$ cat src/rtl/rst_seq.sv
// rtl/rst_seq.sv - sequenced per-stage reset release with ack handshake and timeout
// Synchronized power-on release, hold, then stage-by-stage release gated by level acks.
module rst_seq #(
  parameter int NUM_STAGES  = 3,
  parameter int SYNC_STAGES = 2,
  parameter int HOLD_CYC    = 8,
  parameter int STAGE_GAP   = 2,
  parameter int ACK_TIMEOUT = 16
) (
  input  logic                  clk,
  input  logic                  rst_n,
  input  logic                  soft_rst,
  input  logic [NUM_STAGES-1:0] stage_ack,
  output logic [NUM_STAGES-1:0] stage_rst,
  output logic                  busy,
  output logic                  done,
  output logic                  timeout_err,
  output logic [2:0]            err_stage
);

  localparam int HOLD_LAST = HOLD_CYC - 1;
  localparam int GAP_LAST  = STAGE_GAP - 1;
  localparam int TO_LAST   = ACK_TIMEOUT - 1;
  localparam int HG_MAX    = (HOLD_LAST > GAP_LAST) ? HOLD_LAST : GAP_LAST;
  localparam int CNT_MAX   = (HG_MAX > TO_LAST) ? HG_MAX : TO_LAST;
  localparam int CW        = (CNT_MAX < 1) ? 1 : $clog2(CNT_MAX + 1);
  localparam int IW        = (NUM_STAGES > 1) ? $clog2(NUM_STAGES) : 1;

  typedef enum logic [2:0] {RST, HOLD, WAIT_ACK, GAP, DONE, ERR} state_t;

  state_t                  state, state_nx;
  logic [IW-1:0]           idx, idx_nx;
  logic [CW-1:0]           cnt, cnt_nx;
  logic [NUM_STAGES-1:0]   stage_rst_nx;
  logic                    busy_nx, done_nx, terr_nx;
  logic [2:0]              err_stage_nx;
  logic [SYNC_STAGES-1:0]  sync_q;
  logic                    rst_sync;

  // Asynchronous assert, synchronous deassert of the internal release.
  always_ff @(posedge clk or negedge rst_n) begin
    if (!rst_n) sync_q <= '0;
    else        sync_q <= {sync_q[SYNC_STAGES-2:0], 1'b1};
  end
  assign rst_sync = sync_q[SYNC_STAGES-1];

  always_ff @(posedge clk or negedge rst_n) begin
    if (!rst_n) begin
      state       <= RST;
      idx         <= '0;
      cnt         <= '0;
      stage_rst   <= '1;
      busy        <= 1'b1;
      done        <= 1'b0;
      timeout_err <= 1'b0;
      err_stage   <= 3'd0;
    end else begin
      state       <= state_nx;
      idx         <= idx_nx;
      cnt         <= cnt_nx;
      stage_rst   <= stage_rst_nx;
      busy        <= busy_nx;
      done        <= done_nx;
      timeout_err <= terr_nx;
      err_stage   <= err_stage_nx;
    end
  end

  always_comb begin
    state_nx     = state;
    idx_nx       = idx;
    cnt_nx       = cnt;
    stage_rst_nx = stage_rst;
    busy_nx      = busy;
    done_nx      = done;
    terr_nx      = timeout_err;
    err_stage_nx = err_stage;
    if (!rst_sync || soft_rst) begin
      // A soft request only counts once the power-on synchronizer has released.
      state_nx     = rst_sync ? HOLD : RST;
      idx_nx       = '0;
      cnt_nx       = '0;
      stage_rst_nx = '1;
      busy_nx      = 1'b1;
      done_nx      = 1'b0;
      terr_nx      = 1'b0;
      err_stage_nx = 3'd0;
    end else begin
      case (state)
        RST: begin
          // The first synchronized edge already counts as one hold cycle.
          if (HOLD_LAST == 0) begin
            state_nx        = WAIT_ACK;
            stage_rst_nx[0] = 1'b0;
          end else begin
            state_nx = HOLD;
            cnt_nx   = CW'(1);
          end
        end
        HOLD: begin
          if (cnt == CW'(HOLD_LAST)) begin
            state_nx        = WAIT_ACK;
            cnt_nx          = '0;
            idx_nx          = '0;
            stage_rst_nx[0] = 1'b0;
          end else begin
            cnt_nx = cnt + CW'(1);
          end
        end
        WAIT_ACK: begin
          if (stage_ack[idx]) begin
            cnt_nx = '0;
            if (idx == IW'(NUM_STAGES - 1)) begin
              state_nx = DONE;
              busy_nx  = 1'b0;
              done_nx  = 1'b1;
            end else begin
              state_nx = GAP;
            end
          end else if (cnt == CW'(TO_LAST)) begin
            state_nx     = ERR;
            busy_nx      = 1'b0;
            terr_nx      = 1'b1;
            err_stage_nx = 3'(idx);
          end else begin
            cnt_nx = cnt + CW'(1);
          end
        end
        GAP: begin
          if (cnt == CW'(GAP_LAST)) begin
            state_nx             = WAIT_ACK;
            cnt_nx               = '0;
            idx_nx               = idx + IW'(1);
            stage_rst_nx[idx_nx] = 1'b0;
          end else begin
            cnt_nx = cnt + CW'(1);
          end
        end
        DONE, ERR: ;
        default: state_nx = RST;
      endcase
    end
  end

endmodule

$ cat config.mk
export PLATFORM = sky130hd
export DESIGN_NAME = rst_seq
export DESIGN_NICKNAME = d
export VERILOG_FILES = /design/src/rtl/rst_seq.sv
export SDC_FILE = /design/constraint.sdc
export NUM_CORES = 1
export LEC_CHECK = 0
export BUFFER_PORTS_ARGS = -buffer_cell sky130_fd_sc_hd__buf_4
export CAP_MARGIN = 20
export CORE_MARGIN = 3
export CORE_UTILIZATION = 54
export DETAILED_ROUTE_END_ITERATION = 8
export PLACE_DENSITY = 0.75
export SETUP_SLACK_MARGIN = 0.2
export SLEW_MARGIN = 20
export SYNTH_ARGS = -nofsm -noshare
export SYNTH_HDL_FRONTEND = slang
export SYNTH_SLANG_ARGS = --single-unit
$ cat constraint.sdc
create_clock -name clk -period 3.26 [get_ports clk]
set_clock_uncertainty 0.2 [all_clocks]
set_input_delay 0.652 -clock clk [delete_from_list [all_inputs] [get_ports clk]]
set_output_delay 0.652 -clock clk [all_outputs]
set_load 0.03 [all_outputs]
# Yosys cells after proc, flatten, opt, wreduce, memory -nomap -nowiden

Cells that the tools add are included.

Multiplexer cells: 44
Bitwise operators: 2
Equality and inequality tests: 16
Magnitude comparators: 3
Reduce and logical (&&, ||, !) cells: 21
Add/subtract/negate cells: 2

Operator list:

| cell                                                                  | count |
|---|---|
| 3-bit two-way mux                                                     | 12 |
| 4-bit two-way mux                                                     | 5 |
| 1-bit two-way mux                                                     | 17 |
| 4-bit one-hot mux with 4 select lines                                 | 1 |
| 3-bit one-hot mux with 5 select lines                                 | 1 |
| 3-bit AND reduction                                                   | 4 |
| 2-bit nonzero test                                                    | 6 |
| 2-bit two-way mux                                                     | 4 |
| 4-bit != test, second input constant                                  | 2 |
| 3-bit by 2-bit equality test with 1-bit output, second input constant | 2 |
| 3-bit equality test, second input constant                            | 2 |
| 2-bit by 3-bit < comparator with 1-bit output, second input constant  | 2 |
| 3-bit != test, second input constant                                  | 2 |
| 3-bit nonzero test                                                    | 2 |
| 5-bit nonzero test                                                    | 1 |
| 4-bit by 1-bit adder with 4-bit output, second input constant         | 1 |
| 4-bit by 1-bit equality test with 1-bit output, second input constant | 1 |
| 4-bit by 3-bit equality test with 1-bit output, second input constant | 1 |
| 4-bit equality test, second input constant                            | 1 |
| 2-bit != test, second input constant                                  | 2 |
| 2-bit one-hot mux with 2 select lines                                 | 1 |
| 2-bit AND reduction                                                   | 2 |
| 4-bit AND reduction                                                   | 1 |
| 3-bit bitwise AND                                                     | 1 |
| other kinds (14)                                                      | 14 |

Output and inout port bits: 9
Bits of input ports: 6
Logic and storage cells: 98
Register bits after elaboration: 20

# Logic depth before layout (Yosys ltp)

Depth in word-level cells: 10
Gate-level depth with buffers: 7
Gate-level depth less buffers: 6

# Worst setup path after synthesis

No wires, ideal clock.

Path kind: flip-flop to flip-flop
Start: register cnt[0]
End: register state[0]
Data required time: 2.935 ns
Buffers on the path: 0
Library setup time: 0.125 ns
Cell stages (with the launch flop): 6
Arrival: 1.516 ns
Clock period less this slack: 1.841 ns
Slack: 1.419 ns
Path through: dfrtp_1 ha_1 and4bb_2 o32ai_4 a22oi_2 mux2_4

Cells in the longest elaborated chain, start to end: 3
Elaborated cells on any way between the ends: 7
Classes of those cells: eq/ne: 6; reduce/logical: 1

RTL lines:

| what                                                     | line | RTL |
|---|---|---|
| start, declared                                          | 33   | `logic [CW-1:0] cnt, cnt_nx;` |
| start signal, assigned                                   | 60   | `cnt <= cnt_nx;` |
| 4-bit equality test (tied with other cells)              | 120  | `end else if (cnt == CW'(TO_LAST)) begin` |
| 4-bit != test (no line) or 3-bit != test (tied branches) | -    |  |
| 4-bit AND reduction (no line) *                          | -    |  |
| end signal, assigned                                     | 58   | `state <= state_nx;` |
| end, declared                                            | 31   | `state_t state, state_nx;` |

Mark *: on every way between the ends. The rest lies on a longest branch, timed or not.
A chain may end at the register's enable or synchronous reset.

# Final worst setup path

Start: register idx[0]
End: register state[0]

Cells in the longest elaborated chain, start to end: 5
Elaborated cells on any way between the ends: 9
Classes of those cells: eq/ne: 2; mux: 6; reduce/logical: 1

RTL lines:

| what                                                                             | line     | RTL |
|---|---|---|
| start, declared                                                                  | 32       | `logic [IW-1:0] idx, idx_nx;` |
| start signal, assigned                                                           | 59       | `idx <= idx_nx;` |
| 1-bit binary-select mux with 2-bit select or 2-bit equality test (tied branches) | 111, 113 |  |
| 1-bit two-way mux (implied by the code) or 3-bit two-way mux (tied branches)     | 111, 113 |  |
| 3-bit two-way mux                                                                | 111      | `if (stage_ack[idx]) begin` |
| 3-bit one-hot mux with 5 select lines                                            | 89       | `case (state)` |
| 3-bit two-way mux                                                                | 78       | `if (!rst_sync \|\| soft_rst) begin` |

Parallel ways exist; a longest one is shown, timed or not. The select of a mux whose other input is x is not followed.

==> run_results.csv <==
group,metric,value,unit
final_layout,nNetsFinal,143,
yosys,synth_seq_cells,19,
final_layout,fillers,172,
placement,dp.cells,153,
clock_network,clk_pin_slew,110,ps
yosys,synth_cell_types,53,
pwr,p_leak,0.564,nW
sta,tns,0,ps
yosys,synthesis.nets,132,
detailed_routing,avgViaCountPerCell,6.13,
worst_setup_path,crit_type,"reg2reg",
clock_network,cts_tree,"yes",
detailed_routing,wl_met3,93,µm
detailed_routing,vias,963,
clock_network,cts_buffers,3,
yosys,synth_area_leaders,"dfrtp_1 (30%), dfstp_2 (8.5%), ha_1 (6.1%), nand2_1 (4.2%), a21oi_1 (3.2%)",
die,die_h,53.9,µm
outcome,outcome,"finished, violations left",
worst_setup_path,r2r_start,"idx[0]",
worst_setup_path,regToRegSetupSlack,1140,ps
placement,port_buffers,13,
worst_setup_path,arrival,2170,ps
sta,layout_min_cycle_time,2120,ps
clock_network,clk-insertion-delay-late,300,ps
worst_setup_path,path_cells,"inv_1 > ha_1 > and4b_1 > a31o_1 > a31oi_1 > mux2_4",
pwr,ir_drop,233,µV
final_layout,diodes,0,
die,rows,16,
global_routing,grt_pass1_vias,935,
clock_network,clock_path_buffers,2,
detailed_routing,drc,0,
sta,maxSlewViolCount,0,
sta,worst_slew_pin_slew,678,ps
yosys,synth_cells,120,
worst_setup_path,worstPathMaxFanout,13,
yosys,synth_top_area_share,30.3,%
detailed_routing,wire_per_inst,17.0,µm
yosys,syn_area,1240,µm²
worst_setup_path,required,3310,ps
worst_setup_path,startpoint_type,"flip-flop",
yosys,yosysSeqAreaShare,38.7,%
clock_network,h-tree-depth,1,
final_layout,drive_gt1_share,25.4,%
clock_network,cts.sinks,19,
clock_network,cts_setup_buffers,0,
placement,dpl.hpwl,1950,µm
sta,rsz0062_at_grt,"false",
sta,setup_viol,0,
die,die_width,53.9,µm
final_layout,final_cells,157,
worst_setup_path,r2r_cells,6,
min_path,min_path_type,"in2async",
sta,hold_violations,2,
global_routing,antenna_found_initial,0,
sta,period_share,65.0,%
worst_setup_path,end_kind,"flip-flop",
die,coreArea,2060,µm²
sta,setup_ws,1140,ps
global_routing,grt_pass1_wl,4280,µm
clock_network,hold_buffers,0,
outcome,violations,"negative hold slack",
detailed_routing,ant_nets,0,
final_layout,multi_input_area,686,µm²
yosys,yosysTopAreaCell,"dfrtp_1",
die,io_pins,15,
sta,timing.fmax,0.472,GHz
yosys,synth-async-reset-ratio,100,%
worst_setup_path,path_buf_inv,1,
worst_setup_path,critPathSlowestCell,"dfrtp_1",
worst_setup_path,cpLargestDelayFamily,"flip-flops",
final_layout,syn_to_final_growth,8.58,%
global_routing,grt_max_degree,20,
yosys,ys.flop_type,"dfrtp_1",
worst_setup_path,critical_path.max_stage_delay,600,ps
detailed_routing,drt_iter0_drc,26,
detailed_routing,m1WireLength,1280,µm
sta,slew_headroom,54.7,%
yosys,avgSynthCellArea,10.3,µm²
clock_network,cts_resized,0,
sta,whs,-0.581,ps
die,fp.dieArea,2910,µm²
detailed_routing,wirelength,2670,µm
die,start_util,60.1,%
yosys,synth_edf_count,0,
pwr,p_per_area,335,nW/µm²
flow_run,drv_cap,0,
detailed_routing,drt_first_pass_iters,4,
placement,place_congestion,0.833,
placement,post-place-ws,941,ps
clock_network,cts_root_buffer,"clkbuf_4",
yosys,yosys_warnings,0,
detailed_routing,top_layer,"met4",
worst_setup_path,r2r-end,"state[0]",
global_routing,gr-total-overflow,0,
detailed_routing,met2_length,1260,µm
global_routing,track_usage,20.5,%
final_layout,seq_area,480,µm²
[how the worst max path moves through the flow]
stage	startpoint	to	slack, ps	depth (start not counted)
4_1_cts	idx[0]	state[0]	1140	6
3_5_place_dp	soft_rst	cnt[1]	940	5
5_1_grt	idx[0]	busy	1000	6
3_3_place_gp	soft_rst	cnt[2]	1070	5
2_1_floorplan	cnt[0]	state[0]	1420	5
6_report	idx[0]	state[0]	1140	6
[layout make-up]
cell class,instances,area share [%]
Inverter,6,1.67
Timing Repair Buffer,13,7.25
Sequential cell,19,35.7
Clock buffer,4,1.95
Tap cell,27,2.51
Multi-Input combinational cell,88,50.9
[worst register-to-register path, stage by stage (launching register included)]
cell	delay [ps]
dfrtp_1	600
inv_1	190
ha_1	280
and4b_1	190
a31o_1	230
a31oi_1	200
mux2_4	180
[through the flow]
stage	utilization, %	cell area, µm²	hold slack [ps]	total power (W)
2_1_floorplan	-	1240	131	0.000310
3_3_place_gp	64.0	1320	144	0.000327
3_5_place_dp	64.0	1320	146	0.000329
4_1_cts	65.3	1350	5.00	0.000452
5_1_grt	65.3	1350	6.41	0.000465
6_report	65.3	1350	-0.581	0.000451
[power breakdown]
group	switching, W	internal (W)
registers	0.0000119	0.000242
logic	0.0000396	0.0000315
clock network	0.0000781	0.0000477
[cells in the mapped netlist (all sizes together) (2+ instances only)]
library cell  count
nor3              3
and4bb            2
nand2            14
o211ai            4
a21oi             8
clkbuf            2
inv               6
mux2              2
o21ai             3
dfstp             4
nor2b             3
o21bai            2
buf               5
nor2              7
o2111ai           2
o211a             2
dfrtp            15
a21o              2
ha                6
nand2b            2
conb              2
[cells in the final DEF, fill, tap and decap left out, types with 2 or more instances in the layout]
cell / instances
dfstp_2: 4
o21bai_1: 2
o211a_1: 2
ha_1: 6
nor2_1: 7
a21o_1: 2
nand2_1: 14
buf_4: 13
o211ai_1: 3
nor3_1: 2
o2111ai_1: 2
inv_1: 6
o21ai_0: 3
dfrtp_1: 15
nor2b_1: 3
conb_1: 2
a21oi_1: 8
clkbuf_4: 3
[metal layers]
metal | up-vias | global-route usage [%]
met1 | 466 | 28.2
met3 | 5 | 3.60
met2 | 29 | 32.3
met5 | - | 0
met4 | 0 | 7.23
li1 | 463 | -
[cells by family after synthesis]
| group | count (synthesis) | share of synthesized area, % |
|---|---|---|
| other | 2 | 0.606 |
| and+or+nand+nor | 38 | 19.2 |
| buffers and inverters | 13 | 5.95 |
| AOI/OAI and AO/OA | 39 | 26.2 |
| DFF | 19 | 38.7 |
| muxes | 3 | 3.23 |
| adders and majority gates | 6 | 6.05 |
[state kept, by name, indices dropped and copies added, names as in the netlist]
register	count
err_stage	2
stage_rst	3
idx	2
sync_q	2
state	3
timeout_err	1
cnt	4
done	1
busy	1
No activity file was read; power rests on OpenSTA's default activity.
